--- src/rtl/letreiro_controlador_pkg.sv ---
`default_nettype none
// ============================================================================
// letreiro_controlador_pkg : shared types and constants for the scrolling sign
// Revision: 1.0
// ============================================================================
package letreiro_controlador_pkg;

   localparam int N_DISP = 4;

   typedef enum logic [1:0] {
      ST_IDLE   = 2'd0,
      ST_SCROLL = 2'd1,
      ST_HOLD   = 2'd2
   } state_t;

   typedef enum logic [2:0] {
      LTR_I = 3'b000,
      LTR_E = 3'b001,
      LTR_L = 3'b010,
      SPACE = 3'b011,
      LTR_G = 3'b100,
      LTR_A = 3'b101,
      LTR_B = 3'b110,
      LTR_R = 3'b111
   } letter_t;

   // (base + k) mod (lenm1 + 1) without a divider; base < L so three folds suffice
   function automatic logic [3:0] disp_index(input logic [3:0] base,
                                             input logic [1:0] k,
                                             input logic [3:0] lenm1);
      logic [4:0] s;
      logic [4:0] l;
      l = {1'b0, lenm1} + 5'd1;
      s = {1'b0, base} + {3'b000, k};
      for (int i = 0; i < 3; i++) begin
         if (s >= l) s = s - l;
      end
      return s[3:0];
   endfunction

endpackage
`default_nettype wire

--- src/rtl/letreiro_controlador_if.sv ---
`default_nettype none
// ============================================================================
// letreiro_controlador_if : control, message-write and display bus of the sign
// Revision: 1.0
// ============================================================================
interface letreiro_controlador_if;
   import letreiro_controlador_pkg::*;

   logic                  start;
   logic                  stop;
   logic                  hold;
   logic                  dir;
   logic [3:0]            len_in;
   logic                  wr_en;
   logic [3:0]            wr_addr;
   logic [2:0]            wr_data;
   logic [3*N_DISP-1:0]   codigos;
   logic [3:0]            pos;
   logic                  busy;
   logic                  volta;

   modport master (
      output start, stop, hold, dir, len_in, wr_en, wr_addr, wr_data,
      input  codigos, pos, busy, volta
   );

   modport slave (
      input  start, stop, hold, dir, len_in, wr_en, wr_addr, wr_data,
      output codigos, pos, busy, volta
   );

endinterface
`default_nettype wire

--- src/rtl/letreiro_controlador_divisor_tick.sv ---
`default_nettype none
// ============================================================================
// divisor_tick : scroll-rate prescaler, one-cycle tick every DIV_MAX enabled cycles
// Revision: 1.0
// ============================================================================
module divisor_tick #(
   parameter int DIV_MAX = 50000000
) (
   input  wire logic clk,
   input  wire logic reset,
   input  wire logic en_i,
   input  wire logic clr_i,
   output logic      tick_o
);

   localparam int CW = (DIV_MAX > 1) ? $clog2(DIV_MAX) : 1;
   localparam logic [CW-1:0] CNT_LAST = CW'(DIV_MAX - 1);

   logic [CW-1:0] cnt_q;
   logic [CW-1:0] cnt_d;

   assign tick_o = en_i && (cnt_q == CNT_LAST);

   always_comb begin
      cnt_d = cnt_q;
      if (clr_i) begin
         cnt_d = '0;
      end else if (en_i) begin
         cnt_d = tick_o ? '0 : cnt_q + CW'(1);
      end
   end

   always_ff @(posedge clk) begin
      if (reset) cnt_q <= '0;
      else       cnt_q <= cnt_d;
   end

endmodule
`default_nettype wire

--- src/rtl/letreiro_controlador.sv ---
`default_nettype none
// ============================================================================
// letreiro_controlador : scrolls a 1..16 letter message across four 7-seg displays
// Revision: 1.0
// ============================================================================
module letreiro_controlador #(
   parameter int DIV_MAX = 50000000,
   parameter int N_DISP  = 4
) (
   input  wire logic               clk,
   input  wire logic               reset,
   letreiro_controlador_if.slave   bus
);
   import letreiro_controlador_pkg::*;

   state_t      state_q, state_d;
   logic [3:0]  pos_q, pos_d;
   logic [3:0]  lenm1_q, lenm1_d;
   logic        volta_q, volta_d;
   logic [2:0]  mem_q [16];
   logic        tick;
   logic        presc_en;
   logic        presc_clr;
   logic        wrap;
   logic [3:0]  pos_step;
   logic [3*N_DISP-1:0] codigos_w;

   // stop wins over a pending tick, so it also masks the prescaler enable
   assign presc_en  = (state_q == ST_SCROLL) && !bus.hold && !bus.stop;
   assign presc_clr = (state_q == ST_IDLE) || bus.stop;

   divisor_tick #(
      .DIV_MAX (DIV_MAX)
   ) u_divisor_tick (
      .clk    (clk),
      .reset  (reset),
      .en_i   (presc_en),
      .clr_i  (presc_clr),
      .tick_o (tick)
   );

   always_comb begin
      if (bus.dir) begin
         wrap     = (pos_q == 4'd0);
         pos_step = wrap ? lenm1_q : pos_q - 4'd1;
      end else begin
         wrap     = (pos_q == lenm1_q);
         pos_step = wrap ? 4'd0 : pos_q + 4'd1;
      end
   end

   always_comb begin
      state_d = state_q;
      pos_d   = pos_q;
      lenm1_d = lenm1_q;
      volta_d = 1'b0;
      unique case (state_q)
         ST_IDLE: begin
            pos_d = 4'd0;
            if (bus.start) begin
               state_d = ST_SCROLL;
               lenm1_d = bus.len_in;
            end
         end
         ST_SCROLL: begin
            if (bus.hold) begin
               state_d = ST_HOLD;
            end else if (tick) begin
               pos_d   = pos_step;
               volta_d = wrap;
            end
         end
         ST_HOLD: begin
            if (!bus.hold) state_d = ST_SCROLL;
         end
         default: state_d = ST_IDLE;
      endcase
      if (bus.stop) begin
         state_d = ST_IDLE;
         pos_d   = 4'd0;
         volta_d = 1'b0;
      end
   end

   always_ff @(posedge clk) begin
      if (reset) begin
         state_q <= ST_IDLE;
         pos_q   <= 4'd0;
         lenm1_q <= 4'd0;
         volta_q <= 1'b0;
         for (int i = 0; i < 16; i++) mem_q[i] <= SPACE;
      end else begin
         state_q <= state_d;
         pos_q   <= pos_d;
         lenm1_q <= lenm1_d;
         volta_q <= volta_d;
         if (bus.wr_en) mem_q[bus.wr_addr] <= bus.wr_data;
      end
   end

   for (genvar k = 0; k < N_DISP; k++) begin : g_disp
      assign codigos_w[3*k +: 3] = (state_q == ST_IDLE) ? SPACE
                                 : mem_q[disp_index(pos_q, 2'(k), lenm1_q)];
   end

   assign bus.codigos = codigos_w;
   assign bus.pos     = pos_q;
   assign bus.busy    = (state_q != ST_IDLE);
   assign bus.volta   = volta_q;

endmodule
`default_nettype wire

--- src/flat_wrapper.sv ---
// flat-port wrapper written by rule: the top's interface ports become plain ports
module letreiro_controlador_flat import letreiro_controlador_pkg::*;
#(
   parameter int DIV_MAX = 50000000,
   parameter int N_DISP  = 4
)
  (clk, reset, bus_start, bus_stop, bus_hold, bus_dir, bus_len_in, bus_wr_en, bus_wr_addr, bus_wr_data, bus_codigos, bus_pos, bus_busy, bus_volta);
  letreiro_controlador_if bus_i ();
  input  wire logic clk;
  input  wire logic reset;
  input wire logic [$bits(bus_i.start)-1:0] bus_start;
  input wire logic [$bits(bus_i.stop)-1:0] bus_stop;
  input wire logic [$bits(bus_i.hold)-1:0] bus_hold;
  input wire logic [$bits(bus_i.dir)-1:0] bus_dir;
  input wire logic [$bits(bus_i.len_in)-1:0] bus_len_in;
  input wire logic [$bits(bus_i.wr_en)-1:0] bus_wr_en;
  input wire logic [$bits(bus_i.wr_addr)-1:0] bus_wr_addr;
  input wire logic [$bits(bus_i.wr_data)-1:0] bus_wr_data;
  output wire logic [$bits(bus_i.codigos)-1:0] bus_codigos;
  output wire logic [$bits(bus_i.pos)-1:0] bus_pos;
  output wire logic [$bits(bus_i.busy)-1:0] bus_busy;
  output wire logic [$bits(bus_i.volta)-1:0] bus_volta;
  assign bus_i.start = bus_start;
  assign bus_i.stop = bus_stop;
  assign bus_i.hold = bus_hold;
  assign bus_i.dir = bus_dir;
  assign bus_i.len_in = bus_len_in;
  assign bus_i.wr_en = bus_wr_en;
  assign bus_i.wr_addr = bus_wr_addr;
  assign bus_i.wr_data = bus_wr_data;
  assign bus_codigos = bus_i.codigos;
  assign bus_pos = bus_i.pos;
  assign bus_busy = bus_i.busy;
  assign bus_volta = bus_i.volta;
  letreiro_controlador #(.DIV_MAX(DIV_MAX), .N_DISP(N_DISP)) u_core (.clk(clk), .reset(reset), .bus(bus_i));
endmodule
--- config.mk ---
export PLATFORM = sky130hd
export DESIGN_NAME = letreiro_controlador_flat
export DESIGN_NICKNAME = d
export VERILOG_FILES = /design/src/rtl/letreiro_controlador_pkg.sv /design/src/rtl/letreiro_controlador_if.sv /design/src/rtl/letreiro_controlador_divisor_tick.sv /design/src/rtl/letreiro_controlador.sv /design/src/flat_wrapper.sv
export SDC_FILE = /design/constraint.sdc
export NUM_CORES = 1
export LEC_CHECK = 0
export ABC_AREA = 1
export BUFFER_PORTS_ARGS = -buffer_cell sky130_fd_sc_hd__buf_4
export CAP_MARGIN = 15
export CORE_AREA = 2 2 184 96
export CTS_CLUSTER_SIZE = 8
export DETAILED_ROUTE_END_ITERATION = 8
export DIE_AREA = 0 0 186 98
export GPL_TIMING_DRIVEN = 0
export PLACE_DENSITY = 0.7
export SLEW_MARGIN = 20
export SYNTH_ARGS = -nofsm -noshare
export SYNTH_HDL_FRONTEND = slang
export SYNTH_SLANG_ARGS = --single-unit
--- constraint.sdc ---
create_clock -name clk -period 9.61 [get_ports clk]
set_input_delay 0.4805 -clock clk [delete_from_list [all_inputs] [get_ports clk]]
set_output_delay 0.4805 -clock clk [all_outputs]
set_load 0.01 [all_outputs]
## After elaboration in Yosys (flattened, before gate mapping)

Memory sizes are Yosys's and may differ from the RTL's.
Cells that the tools add are included.
W data, S select, Z words.

| storage, ports and cells | value |
|---|---|
| bits in registers | 37 |
| RAM bits | 48 |
| bits of input ports | 18 |
| memories | 1 |

| cells by class | value |
|---|---|
| $add $sub $neg | 19 |
| magnitude comparators | 12 |
| equal/unequal tests | 9 |
| multiplexer cells | 36 |
| bitwise logic cells | 2 |
| reduce and logical (&&, ||, !) cells | 17 |

Memory list:

| memory | depth | width | read ports | clocked after Yosys merged registers in | wr ports | RTL line | text |
|---|---|---|---|---|---|---|---|
| u_core.mem_q | 16 | 3 | 4 | 0 | 16 | letreiro_controlador.sv:20 | `logic [2:0] mem_q [16];` |

Operators with widths:

| cell | count |
|---|---|
| $ge A5 B5 Y1 | 11 |
| $mux W4 | 10 |
| $mux W5 | 8 |
| $sub A5 B5 Y5 | 7 |
| $add A26 B1 Y26 const B | 1 |
| $eq A26 B26 Y1 const B | 1 |
| $mux W26 | 1 |
| $sub A4 B4 Y4 | 4 |
| $mux W3 | 5 |
| $add A4 B1 Y5 const B | 2 |
| $add A4 B2 Y5 const B | 2 |
| $ne A2 B2 Y1 const B | 5 |
| $pmux W4 S2 | 1 |
| $mux W1 | 7 |
| $mux W2 | 3 |
| $pmux W2 S3 | 1 |
| $reduce_and A3 Y1 | 2 |
| $ge A4 B5 Y1 | 1 |
| $reduce_or A5 Y1 | 1 |
| $sub A4 B5 Y5 | 1 |
| $add A4 B1 Y4 const B | 1 |
| $eq A4 B4 Y1 | 1 |
| $logic_not A4 Y1 | 1 |
| $reduce_bool A2 Y1 | 2 |
| 11 further kinds | 16 |

## Logic depth before layout (Yosys ltp)

An unclocked memory read counts as a cell.

| logic depth | value |
|---|---|
| word-level depth | 9 |
| depth in mapped cells | 39 |
| gate-level depth less buffers | 38 |

## Modules after synthesis

A second synthesis with hierarchy kept.

| second synthesis, totals | value |
|---|---|
| cells, all modules | 1,399 |
| area, all modules | 9,339.0 um^2 |

Modules (own cells, without submodules):

| module | times used | cells an instance | area each (um^2) | seq. area each (um^2) |
|---|---|---|---|---|
| letreiro_controlador | 1 | 1,157 | 7,707.4 | 1,661.6 |
| divisor_tick | 1 | 242 | 1,631.6 | 520.5 |

## Worst setup path before layout

OpenSTA, ideal clock, no wires.

| timing path | value |
|---|---|
| path type | register to output |
| start | register u_core.lenm1_q[1] |
| end | output bus_codigos[2] |
| arrival time | 5,674 ps |
| data required time | 9,130 ps |
| slack | 3,455 ps |
| stages on the path, launching flop included | 35 |
| buffers on the path | 1 |
| cell sequence | dfxtp_1 > ha_1 > inv_1 > ha_1 > nor2_1 > o21ai_1 > nand2_1 > nor2_1 > o31ai_2 > nand2_2 > o21ai_0 > ha_1 > a21oi_1 > o21ai_1 > a211o_1 > a21oi_1 > inv_1 > nand2_1 > a21boi_0 > inv_1 > ha_1 > a21oi_1 > nand2_1 > a31oi_1 > nand2_1 > nand3_2 > nand3_1 > nand2_4 > buf_6 > nand2_1 > nand3_1 > nand2_1 > a21oi_1 > o21ai_1 > nor2_1 |

| between the ends | value |
|---|---|
| longest elaborated chain between the ends | 9 |
| elaborated cells on any way between the ends | 12 |

RTL lines:

| what | RTL line | text |
|---|---|---|
| from (decl) | letreiro_controlador.sv:18 | `logic [3:0] lenm1_q, lenm1_d;` |
| from (signal assigned) | letreiro_controlador.sv:95 | `lenm1_q <= lenm1_d;` |
| $add A4 B1 Y5 * | letreiro_controlador_pkg.sv:33 | `l = {1'b0, lenm1} + 5'd1;` |
| $sub A4 B5 Y5 / $ge A4 B5 Y1 (equally long branches) | letreiro_controlador_pkg.sv:36 | `if (s >= l) s = s - l;` |
| $mux W5 | letreiro_controlador_pkg.sv:36 |  |
| $sub A5 B5 Y5 / $ge A5 B5 Y1 (equally long branches) | letreiro_controlador_pkg.sv:36 |  |
| $mux W5 | letreiro_controlador_pkg.sv:36 |  |
| $sub A4 B4 Y4 / $ge A5 B5 Y1 (equally long branches) | letreiro_controlador_pkg.sv:36 |  |
| $mux W4 * | letreiro_controlador_pkg.sv:36 |  |
| $mem_v2 Z16 W3 * | -- |  |
| $mux W3 * | letreiro_controlador.sv:102 | `assign codigos_w[3*k +: 3] = (state_q == ST_IDLE) ? SPACE` |
| to (decl) | flat_wrapper.sv:19 | `output wire logic [$bits(bus_i.codigos)-1:0] bus_codigos;` |

Every way passes the cells marked *; elsewhere a longest branch is shown, timed or not.

## Worst setup path in the final report

| timing path | value |
|---|---|
| start | register u_core.lenm1_q[1] |
| end | output bus_codigos[6] |

| between the ends | value |
|---|---|
| longest elaborated chain between the ends | 9 |
| elaborated cells on any way between the ends | 12 |

RTL lines:

| what | RTL line |
|---|---|
| $add A4 B1 Y5 * | letreiro_controlador_pkg.sv:33 |
| $sub A5 B5 Y5 / $ge A5 B5 Y1 (equally long branches) | letreiro_controlador_pkg.sv:36 |
| $mux W5 | letreiro_controlador_pkg.sv:36 |
| $sub A5 B5 Y5 / $ge A5 B5 Y1 (equally long branches) | letreiro_controlador_pkg.sv:36 |
| $mux W5 | letreiro_controlador_pkg.sv:36 |
| $sub A4 B4 Y4 / $ge A5 B5 Y1 (equally long branches) | letreiro_controlador_pkg.sv:36 |
| $mux W4 * | letreiro_controlador_pkg.sv:36 |
| $mem_v2 Z16 W3 * | -- |
| $mux W3 * | letreiro_controlador.sv:102 |

Marks and branches as above.

==> metrics.md <==
| Metric | Value |
|---|---|
| Post-synth net total | `1406` |
| Buffers from clock root to sink, at most | `2` |
| Hold/Removal Path Class | `in -> reg` |
| Number of enable flip-flop cells after synthesis | `48` |
| Hold violation count in the final report | `0` |
| Mean Syn Cell Area | `6.772 µm²` |
| Iteration-0 DRC Markers | `between 900 and 1000` |
| Via count of the first global-routing pass | `8080` |
| Number of instances in the synthesized netlist | `between 1000 and 1500` |
| Std-Cell Rows | `34` |
| Routability cong. | `~1` |
| Arr. time, crit path | `between 7 and 8 ns` |
| Clock tree from TritonCTS | `yes` |
| Post-synth ARST share | `0%` |
| Final worst path period need | `just under 8 ns` |
| Drt pass-1 iters | `5` |
| F_max | `roughly 0.13 GHz` |
| Path type of the worst setup path | `reg -> out` |
| Final hold slack | `0.4134 ns` |
| Count of synthesis-stage warnings from yosys | `0` |
| CTS buffer count | `9` |
| # Max-Cap Violations | `0` |
| Most common library cell in the layout ignoring fill and taps | `nand2_1` |
| Effective utilization at floorplan | `53.16%` |
| Flip-flop and latch area | `2182 µm²` |
| Post-DR vias/cell | `5.562` |
| RSZ-0062 raised after global routing | `false` |
| Share of layout cells above drive strength 1 | `between 10 and 15%` |
| Placed wire-length estimate | `between 20000 and 25000 µm` |
| Number of different library cells in the post-synthesis netlist | `52` |
| Routed via count | `between 8000 and 9000` |
| Total grt overflow | `0` |
| Total of hold buffers inserted after clock tree synthesis | `0` |
| Number of sinks on the clock net | `85` |
| Critical path launch point type | `flop` |
| Total area of multi-input combinational cells | `5759 µm²` |
| Floorplan die height | `98 µm` |
| Clock-pin slew reported for the worst setup and hold paths after clock tree synthesis | `0.06 ns` |
| Die area | `between 15000 and 20000 µm²` |
| Die Width | `between 150 and 200 µm` |
| Resized cells post-CTS | `0` |
| Gr usage total | `30.49%` |
| Maximum number of pins on one net before global-route repair | `22` |
| Post-synthesis sequential area ratio | `between 20% and 30%` |
| Antenna cells | `0` |
| Outcome | `finished, final reports clean` |
| Critical path required time | `9.13 ns` |
| Count of nets left with antenna violations after detail routing | `0` |
| Total standard cell area after synthesis | `8932 µm²` |
| Final total negative setup slack | `0 ns` |
| Fill cell instance count of the final layout | `1636` |
| Clock latency at the later pin of the worst-skew pair | `approximately 0.33 ns` |
| Number of synthesized register bits | `85` |
| Slew HR | `roughly 36%` |
| Number of max-slew violations in the final report | `0` |
| Remaining DRCs | `0` |
| Worst Path Max Fanout | `21` |
| Share of the clock period used by the worst path after layout | `80.57%` |
| Post-CTS setup repair buffer count | `0` |
| Setup violations, final | `0` |
| Aggregate routed wire length | `27210 µm` |
| Root Buffer | `clkbuf_16` |
| Layout Area Growth over Synthesis | `10.11%` |
| Number of placed I/O pins | `36` |
| Final clock skew | `0.006818 ns` |
| CTS HTree Levels | `3` |
| Main synth FF type | `edfxtp_1` |
| Type of element capturing the critical path | `primary output` |
| Count of nets after finishing | `1452` |
| Count of port buffers added during placement | `35` |
| Commonest cells after routing, fill and taps aside | `nand2_1, inv_1, nand3_1` |
| Routed wire per std cell | `16.96 µm` |
| Global-route wire length before repair | `~43000 µm` |
| Initial antenna violation count | `0` |
| Slew @ Worst Pin | `0.9516 ns` |
| Core area | `16800 µm²` |
[logic make-up (layout without fill, tap and decap cells)]
logic type	count (synthesis)	in the layout	synth area share [%]
flops	85	85	24.43
xor+xnor	37	37	3.712
simple gates	711	711	36.29
compound gates	184	184	13.55
fa+ha+maj	69	69	10.67
mux	2	2	0.2521
buf+inv	231	282	11.09
[path summary, 6_finish.rpt]
path / to / slack (ns) / cells after the start / from
max reg2reg: u_core.u_divisor_tick.cnt_q[25] / 6.64 / 20 / u_core.state_q[1]
min: u_core.lenm1_q[1] / 0.41 / 3 / bus_len_in[1]
min reg2reg: u_core.u_divisor_tick.cnt_q[21] / 0.47 / 1 / u_core.u_divisor_tick.cnt_q[21]
max: bus_codigos[6] / 1.87 / 27 / u_core.lenm1_q[1]
[through the flow]
step                cells  instance area [µm²]  setup WS (ns)  util, %
floorplan            1319                 8932          3.455        -
global placement     1588                 9488          2.018    56.46
detailed placement   1588                 9488          2.024    56.46
CTS                  1604                 9836          1.638    58.53
global route         1604                 9836          1.332    58.53
finish               1604                 9836          1.867    58.53
[flip-flops by register name (all words and copies together), names as in the netlist]
signal / cells
u_core.mem_q: 48
u_core.u_divisor_tick.cnt_q: 26
u_core.bus.pos: 4
u_core.lenm1_q: 4
u_core.state_q: 2
u_core.bus.volta: 1
[worst max-delay path, cell delays in order, from the launching register on]
cell and delay, ns:
dfxtp_1 0.46, ha_1 0.39, inv_2 0.52, ha_1 0.43, a21oi_1 0.22, nand3_1 0.12, a21oi_2 0.19, o21bai_4 0.12
o21ai_0 0.36, ha_1 0.31, nand2_1 0.08, o21ai_1 0.10, a211o_1 0.29, a21oi_2 0.33, mux2_2 0.43, ha_1 0.30
nand3_1 0.11, nand2_1 0.08, a31oi_1 0.22, nand2_2 0.09, nand2_2 0.08, nand2_4 0.07, o21ai_1 0.69, inv_1 0.36
nand3_1 0.18, nand3_1 0.12, nand3_1 0.14, buf_4 0.14
[Yosys cell counts (4+ instances only)]
master | n | area share [%]
xnor2_1 | 12 | 1.2
nor3_1 | 21 | 1.2
nor2_2 | 4 | 0.28
a21oi_2 | 4 | 0.39
clkbuf_1 | 8 | 0.34
buf_6 | 10 | 1.3
ha_1 | 57 | 8.0
o211ai_1 | 41 | 3.4
a21o_1 | 4 | 0.34
buf_4 | 8 | 0.67
nand2_4 | 6 | 0.76
a21oi_1 | 41 | 2.3
nor2_1 | 101 | 4.2
a31oi_1 | 4 | 0.28
o211ai_2 | 9 | 1.3
o21a_1 | 7 | 0.59
nand4_1 | 8 | 0.56
dfxtp_1 | 37 | 8.3
nand3_1 | 172 | 9.6
inv_1 | 179 | 7.5
edfxtp_1 | 48 | 16
o21ai_0 | 43 | 2.4
fa_1 | 12 | 2.7
nand2_1 | 339 | 14
nand2_2 | 29 | 2.0
xor2_1 | 24 | 2.4
a211oi_1 | 5 | 0.42
nand3_2 | 6 | 0.67
o21ai_1 | 13 | 0.73
inv_2 | 13 | 0.55
nor3b_1 | 5 | 0.42
buf_2 | 11 | 0.62
[cell type report]
class                      count  share of cell area (%)
multi-input combinational   1003                   58.55
timing repair buffer          35                   2.671
tap                          234                   2.977
buffer                        37                   2.621
inverter                     194                   7.455
clock inverter                 7                   1.247
sequential                    85                   22.19
clock buffer                   9                   2.290
[per-layer routing]
metal	vias to the layer above	global-route usage (%)	routed length (µm)
li1	4456	-	-
met1	4010	47.61	13230
met2	438	37.29	9415
met3	18	14.51	4411
met4	0	4.543	150
met5	-	0	0
Power is not shown: default switching activity piles up to over one toggle a cycle in this logic, so the estimate is an artifact.
